`config.mk`:
```
export PLATFORM = sky130hd
export DESIGN_NAME = buzzer_arbiter_flat
export DESIGN_NICKNAME = d
export VERILOG_FILES = /design/src/rtl/buzzer_if.sv /design/src/rtl/buzzer_arbiter.sv /design/src/flat_wrapper.sv
export SDC_FILE = /design/constraint.sdc
export NUM_CORES = 1
export LEC_CHECK = 0
export CORE_UTILIZATION = 35
export CTS_BUF_LIST = sky130_fd_sc_hd__clkbuf_16
export DETAILED_ROUTE_END_ITERATION = 6
export GPL_ROUTABILITY_DRIVEN = 0
export PLACE_DENSITY = 0.56
export SYNTH_ARGS = -nofsm -noshare
export SYNTH_HDL_FRONTEND = slang
export SYNTH_SLANG_ARGS = --single-unit
```
`constraint.sdc`:
```
create_clock -name clk -period 11.7 [get_ports clk]
set_input_delay 2.34 -clock clk [delete_from_list [all_inputs] [get_ports clk]]
set_output_delay 2.34 -clock clk [all_outputs]
set_load 0.05 [all_outputs]
```
`src/rtl/buzzer_if.sv`:
```
// Buzzer arbiter bus: host/player controls in, arbitration status out.
// master drives the controls, slave is the arbiter.
interface buzzer_if;
    logic        enable;
    logic [2:0]  player_count;
    logic [6:0]  answer_time;
    logic        open;
    logic [3:0]  buzz;
    logic        judge_ok;
    logic        judge_fail;
    logic        judge_skip;
    logic [1:0]  state;
    logic [2:0]  grant;
    logic [16:0] time_remain;
    logic [3:0]  false_start;
    logic [3:0]  locked;
    logic [1:0]  result;
    logic        result_valid;

    modport master (
        output enable, player_count, answer_time,
        output open, buzz, judge_ok, judge_fail, judge_skip,
        input  state, grant, time_remain,
        input  false_start, locked, result, result_valid
    );

    modport slave (
        input  enable, player_count, answer_time,
        input  open, buzz, judge_ok, judge_fail, judge_skip,
        output state, grant, time_remain,
        output false_start, locked, result, result_valid
    );
endinterface

```
`src/rtl/buzzer_arbiter.sv`:
```
// Quiz buzzer arbiter: false-start detection, round-robin grant,
// per-answer ms countdown and one-cycle per-question result.
module buzzer_arbiter #(
    parameter int TICKS_PER_MS = 100_000
) (
    input  logic     clk,
    input  logic     rst,
    buzzer_if.slave  bus
);

    typedef enum logic [1:0] {
        IDLE    = 2'd0,
        ARMED   = 2'd1,
        GRANTED = 2'd2,
        DONE    = 2'd3
    } st_t;

    localparam int DW = (TICKS_PER_MS > 1) ? $clog2(TICKS_PER_MS) : 1;
    localparam logic [DW-1:0] DIV_LAST = DW'(TICKS_PER_MS - 1);

    st_t         st;
    logic [DW-1:0] div;
    logic [1:0]  rr_ptr;
    logic [2:0]  grant;
    logic [16:0] tr;
    logic [3:0]  fs;
    logic [3:0]  lk;
    logic [1:0]  res;
    logic        rv;

    logic [3:0]  valid;
    logic [6:0]  at_eff;
    logic [16:0] load;
    logic        tick;
    logic        expire;
    logic [3:0]  elig;
    logic [1:0]  win;
    logic [1:0]  idx;
    logic        found;
    logic [3:0]  lk_fail;
    logic [1:0]  jn;
    logic        fail_ev;

    always_comb begin
        valid = 4'b1111;
        unique case (1'b1)
            (bus.player_count <= 3'd2): valid = 4'b0011;
            (bus.player_count == 3'd3): valid = 4'b0111;
            (bus.player_count >= 3'd4): valid = 4'b1111;
        endcase
    end

    assign at_eff = (bus.answer_time == 7'd0) ? 7'd1 : bus.answer_time;
    assign load   = {10'd0, at_eff} * 17'd1000;

    assign tick   = ((st == ARMED) || (st == GRANTED)) && (div == DIV_LAST);
    assign expire = tick && (tr == 17'd1);

    assign elig = bus.buzz & valid & ~lk;

    // Round-robin: first eligible player at or after rr_ptr, wrapping.
    always_comb begin
        win   = rr_ptr;
        idx   = 2'd0;
        found = 1'b0;
        for (int k = 0; k < 4; k++) begin
            idx = rr_ptr + 2'(k);
            if (!found && elig[idx]) begin
                win   = idx;
                found = 1'b1;
            end
        end
    end

    always_comb begin
        lk_fail = lk;
        lk_fail[grant[1:0] - 2'd1] = 1'b1;
    end

    assign jn = {1'b0, bus.judge_ok} + {1'b0, bus.judge_fail}
              + {1'b0, bus.judge_skip};

    // Conflicting judge pulses count as none; expiry then still applies.
    assign fail_ev = ((jn == 2'd1) && bus.judge_fail)
                   || ((jn != 2'd1) && expire);

    always_ff @(posedge clk) begin
        if (rst || !bus.enable) begin
            st     <= IDLE;
            div    <= '0;
            rr_ptr <= 2'd0;
            grant  <= 3'd0;
            tr     <= 17'd0;
            fs     <= 4'd0;
            lk     <= 4'd0;
            res    <= 2'd0;
            rv     <= 1'b0;
        end else begin
            rv <= 1'b0;
            if ((st == ARMED) || (st == GRANTED)) begin
                div <= tick ? '0 : div + 1'b1;
                if (tick && (tr != 17'd0))
                    tr <= tr - 1'b1;
            end
            unique case (st)
                IDLE: begin
                    fs <= fs | (bus.buzz & valid);
                    lk <= lk | (bus.buzz & valid);
                    if (bus.open) begin
                        st  <= ARMED;
                        tr  <= load;
                        div <= '0;
                    end
                end
                ARMED: begin
                    if (|elig) begin
                        grant  <= {1'b0, win} + 3'd1;
                        rr_ptr <= win + 2'd1;
                        st     <= GRANTED;
                        tr     <= load;
                        div    <= '0;
                    end else if (!(|(valid & ~lk)) || expire) begin
                        st  <= DONE;
                        res <= 2'd3;
                        rv  <= 1'b1;
                    end
                end
                GRANTED: begin
                    if ((jn == 2'd1) && bus.judge_ok) begin
                        st  <= DONE;
                        res <= 2'd1;
                        rv  <= 1'b1;
                    end else if ((jn == 2'd1) && bus.judge_skip) begin
                        st  <= DONE;
                        res <= 2'd3;
                        rv  <= 1'b1;
                    end else if (fail_ev) begin
                        lk    <= lk_fail;
                        grant <= 3'd0;
                        if (|(valid & ~lk_fail)) begin
                            st  <= ARMED;
                            tr  <= load;
                            div <= '0;
                        end else begin
                            st  <= DONE;
                            res <= 2'd2;
                            rv  <= 1'b1;
                        end
                    end
                end
                DONE: begin
                    st    <= IDLE;
                    grant <= 3'd0;
                    lk    <= 4'd0;
                    fs    <= 4'd0;
                end
            endcase
        end
    end

    assign bus.state        = st;
    assign bus.grant        = grant;
    assign bus.time_remain  = tr;
    assign bus.false_start  = fs;
    assign bus.locked       = lk;
    assign bus.result       = res;
    assign bus.result_valid = rv;

endmodule
```
`src/flat_wrapper.sv`:
```
// flat-port wrapper written by rule: the top's interface ports become plain ports
module buzzer_arbiter_flat 
#(
    parameter int TICKS_PER_MS = 100_000
)
  (clk, rst, bus_enable, bus_player_count, bus_answer_time, bus_open, bus_buzz, bus_judge_ok, bus_judge_fail, bus_judge_skip, bus_state, bus_grant, bus_time_remain, bus_false_start, bus_locked, bus_result, bus_result_valid);
  buzzer_if bus_i ();
  input  logic clk;
  input  logic rst;
  input wire logic [$bits(bus_i.enable)-1:0] bus_enable;
  input wire logic [$bits(bus_i.player_count)-1:0] bus_player_count;
  input wire logic [$bits(bus_i.answer_time)-1:0] bus_answer_time;
  input wire logic [$bits(bus_i.open)-1:0] bus_open;
  input wire logic [$bits(bus_i.buzz)-1:0] bus_buzz;
  input wire logic [$bits(bus_i.judge_ok)-1:0] bus_judge_ok;
  input wire logic [$bits(bus_i.judge_fail)-1:0] bus_judge_fail;
  input wire logic [$bits(bus_i.judge_skip)-1:0] bus_judge_skip;
  output wire logic [$bits(bus_i.state)-1:0] bus_state;
  output wire logic [$bits(bus_i.grant)-1:0] bus_grant;
  output wire logic [$bits(bus_i.time_remain)-1:0] bus_time_remain;
  output wire logic [$bits(bus_i.false_start)-1:0] bus_false_start;
  output wire logic [$bits(bus_i.locked)-1:0] bus_locked;
  output wire logic [$bits(bus_i.result)-1:0] bus_result;
  output wire logic [$bits(bus_i.result_valid)-1:0] bus_result_valid;
  assign bus_i.enable = bus_enable;
  assign bus_i.player_count = bus_player_count;
  assign bus_i.answer_time = bus_answer_time;
  assign bus_i.open = bus_open;
  assign bus_i.buzz = bus_buzz;
  assign bus_i.judge_ok = bus_judge_ok;
  assign bus_i.judge_fail = bus_judge_fail;
  assign bus_i.judge_skip = bus_judge_skip;
  assign bus_state = bus_i.state;
  assign bus_grant = bus_i.grant;
  assign bus_time_remain = bus_i.time_remain;
  assign bus_false_start = bus_i.false_start;
  assign bus_locked = bus_i.locked;
  assign bus_result = bus_i.result;
  assign bus_result_valid = bus_i.result_valid;
  buzzer_arbiter #(.TICKS_PER_MS(TICKS_PER_MS)) u_core (.clk(clk), .rst(rst), .bus(bus_i));
endmodule
```
==> out/results.tsv <==
stage	metric	value	unit
yosys	ys_top_cells_by_area	dfxtp_1, ha_1, fa_1, nor2_1, xor2_1	
routing	vias	3886	
timing	hold_violations	0	
layout	area_growth	19.6	%
routing	routed_via_density	5.48	
power_and_ir_drop	powerDensity	139	mW/mm2
clock_tree	clkSinkCount	52	
clock_tree	clk_pin_slew_worst_paths	80	ps
layout	final_area	0.00512	mm2
placed_design	dp_cells	701	
clock_tree	cts_root_buffer	clkbuf_16	
layout	nets	640	
clock_tree	postCtsSetupRepairBufs	0	
clock_tree	clockBufferDepth	2	
worst_setup_path	rr_worst_depth	9	
worst_setup_path	cp_top_family	adder cells	
die	die_x	113	um
hold_path	hold_path.class	reg2reg	
clock_tree	cts.htree.levels	2	
global_route	grt_usage	18.1	%
clock_tree	cts_tree	yes	
yosys	synth_cells	511	
routing	ant_nets	0	
global_route	antenna_found_initial	0	
clock_tree	cts_buffers	5	
global_route	grt-ovfl-total	0	
worst_setup_path	start_kind	input pin	
worst_setup_path	cp_data_arrival_time	7340	ps
timing	setup_tns	0	ps
worst_setup_path	critPathRequiredTime	11910	ps
routing	wirelength	11100	um
timing	rsz0062_at_grt	false	
die	boundaryPins	54	
die	die_y	113	um
timing	fin_hold_ws	468	ps
global_route	grt_start_max_net_pins	23	
layout	antenna_cells	0	
yosys	ys_types	57	
hold_path	holdPathStages	2	
yosys	synth_edf_count	0	
routing	wl_per_cell	15.6	um
timing	slew_violations	0	
placed_design	place_area	0.00497	mm2
die	fp-row-count	40	
outcome	outcome	finished clean	
worst_setup_path	crit_chain	clkdlybuf4s50_1 > inv_1 > ha_1 > nor4b_1 > a31oi_1 > inv_1 > fa_1 > fa_1 > inv_1 > fa_1 > ha_1 > ha_1 > or4_1 > a211oi_1 > o31ai_1 > a21oi_1 > xnor2_1 > o31ai_2	
worst_setup_path	slowest_stage	clkdlybuf4s50_1	
timing	period_share	61.0	%
routing	dr.pass1.iters	5	
die	die-area	0.0127	mm2
layout	final_cells	709	
power_and_ir_drop	peakVddDrop	0.0000648	V
yosys	synthFlopType	dfxtp_1	
placed_design	io_buffers	53	
power_and_ir_drop	leakage	2.01	nW
clock_tree	clkLatencyLatePin	290	ps
timing	max_freq	0.140	GHz
job	drv_cap	0	
routing	drtIter0Drc	217	
yosys	synth_async_sr_flop_share	0	%
worst_setup_path	cp_max_fo	6	
worst_setup_path	path_buf_inv	4	
placed_design	dp_hpwl	8800	um
worst_setup_path	crit_type	in2reg	
routing	drc	0	
yosys	ys_warn_count	0	
die	core-area	0.0120	mm2
worst_setup_path	crit_path_max_incr_delay	540	ps
yosys	synth-seq-cells	52	
global_route	grt_pass1_wl	18500	um
global_route	first_global_vias	3749	
yosys	syn_area	0.00428	mm2
yosys	avgSynthCellArea	8.38	um2
timing	relSlewSlack	48.7	%
yosys	yosys.area.top_type	dfxtp_1	
clock_tree	ctsHoldBuffers	0	
worst_setup_path	end_kind	register	
clock_tree	cts_resized	0	
timing	finalCriticalPeriod	7130	ps
timing	finClkSkew	7.93	ps
timing	setup_viol	0	
timing	tightest_slew	762	ps
yosys	yosysTopAreaCellShare	24.3	%
layout	drive_above_1_share	3.91	%
die	start_util	35.8	%
yosys	synthesis.nets	590	
yosys	seq_area_frac_synth	24.3	%
worst_setup_path	path_depth	18	
worst paths after layout:
check                                           from                         end  slack, ps
worst max-delay path              bus_answer_time[2]  u_core.bus.time_remain[16]       4570
worst min-delay path            u_core.bus.result[1]        u_core.bus.result[1]        470
worst max register to register   u_core.bus.state[1]               u_core.div[7]       8330
worst min register to register  u_core.bus.result[1]        u_core.bus.result[1]        470
metrics by stage:
step | worst slack [ps] | utilization (%) | power (W)
6_report | 4570 | 42.8 | 0.000714
5_1_grt | 4200 | 42.8 | 0.000769
4_1_cts | 4580 | 42.8 | 0.000718
3_5_place_dp | 4280 | 41.6 | 0.000560
3_3_place_gp | 4400 | 41.6 | 0.000557
2_1_floorplan | 5240 | - | 0.000465
cells in the mapped netlist (4+ instances only):
| master | number |
|---|---|
| a211oi_1 | 5 |
| a21oi_1 | 22 |
| a31oi_1 | 9 |
| and2_1 | 6 |
| and3_1 | 8 |
| clkbuf_1 | 12 |
| dfxtp_1 | 52 |
| fa_1 | 18 |
| ha_1 | 40 |
| inv_1 | 39 |
| mux2i_1 | 7 |
| nand2_1 | 36 |
| nand2b_1 | 9 |
| nand3_1 | 23 |
| nand4_1 | 7 |
| nor2_1 | 50 |
| nor2b_1 | 5 |
| nor3_1 | 9 |
| nor4_1 | 12 |
| nor4b_1 | 4 |
| o2111ai_1 | 4 |
| o211ai_1 | 7 |
| o21a_1 | 8 |
| o21ai_0 | 15 |
| o21ai_1 | 4 |
| o21bai_1 | 4 |
| o22ai_1 | 6 |
| o31a_1 | 4 |
| o31ai_1 | 6 |
| o31ai_2 | 4 |
| or3_1 | 5 |
| or4_1 | 4 |
| xnor2_1 | 14 |
| xor2_1 | 19 |
area by class of cell:
type                       count  area [um2]
clock inverter                 3        27.5
clock buffer                   5         125
tap                          147         184
sequential                    52        1040
timing repair buffer          56         553
multi-input combinational    405        3040
fill                        1190        6840
inverter                      41         154
metal layers:
metal  up-vias  global-route usage [%]  part of all wire [%]
li1       1946                       -                     -
met1      1864                    24.6                    49
met2        74                    30.4                    47
met3         2                    2.65                   4.0
met4         0                    3.91                  0.38
met5         -                       0                     0
worst reg2reg max path, stage by stage (launching register included):
cell and delay (ps):
dfxtp_1 450, inv_1 100, ha_1 450, nand3_1 230, or3_4 460, nor4_2 540
o2111ai_1 190, buf_4 220, nand3_1 480, nor2_1 120
layout by cell type, fill, tap and decap left out, types with 5 or more instances in the layout:
| cell type | synthesis | routed |
|---|---|---|
| or3_1 | 5 | 5 |
| nand3_1 | 23 | 23 |
| nor2b_1 | 5 | 5 |
| fa_1 | 18 | 18 |
| inv_1 | 39 | 39 |
| and3_1 | 8 | 8 |
| o211ai_1 | 7 | 7 |
| clkbuf_16 | 0 | 5 |
| xnor2_1 | 14 | 14 |
| xor2_1 | 19 | 19 |
| o31ai_1 | 6 | 6 |
| a211oi_1 | 5 | 5 |
| nand2_1 | 36 | 36 |
| o21ai_0 | 15 | 15 |
| clkdlybuf4s50_1 | 0 | 53 |
| and2_1 | 6 | 6 |
| ha_1 | 40 | 40 |
| mux2i_1 | 7 | 7 |
| dfxtp_1 | 52 | 52 |
| nor3_1 | 9 | 9 |
| a21oi_1 | 22 | 22 |
| o22ai_1 | 6 | 6 |
| nand4_1 | 7 | 7 |
| nor2_1 | 50 | 50 |
| o21a_1 | 8 | 8 |
| nand2b_1 | 9 | 9 |
| nor4_1 | 12 | 12 |
| a31oi_1 | 9 | 9 |
registers in the layout (all words and copies together), names as in the netlist:
signal	count
u_core.bus.state	2
u_core.div	17
u_core.bus.grant	3
u_core.rr_ptr	2
u_core.bus.result_valid	1
u_core.bus.false_start	4
u_core.bus.result	2
u_core.bus.time_remain	17
u_core.bus.locked	4
logic make-up after synthesis:
logic type / Yosys count / synth area share [%]
AND/OR/NAND/NOR: 190 / 23.1
buffers and inverters: 54 / 4.76
flip-flops: 52 / 24.3
XOR/XNOR: 33 / 6.75
multiplexers: 7 / 1.64
AO/OA/AOI/OAI: 117 / 19.4
adder cells (fa/ha/maj): 58 / 20.1
power breakdown:
| part | switching (W) | leakage, nW | internal (W) |
|---|---|---|---|
| clock | 0.0000733 | 0.0719 | 0.0000814 |
| sequential | 0.0000153 | 0.421 | 0.000187 |
| combinational | 0.000214 | 1.52 | 0.000144 |
No activity file was read; power rests on OpenSTA's default activity.
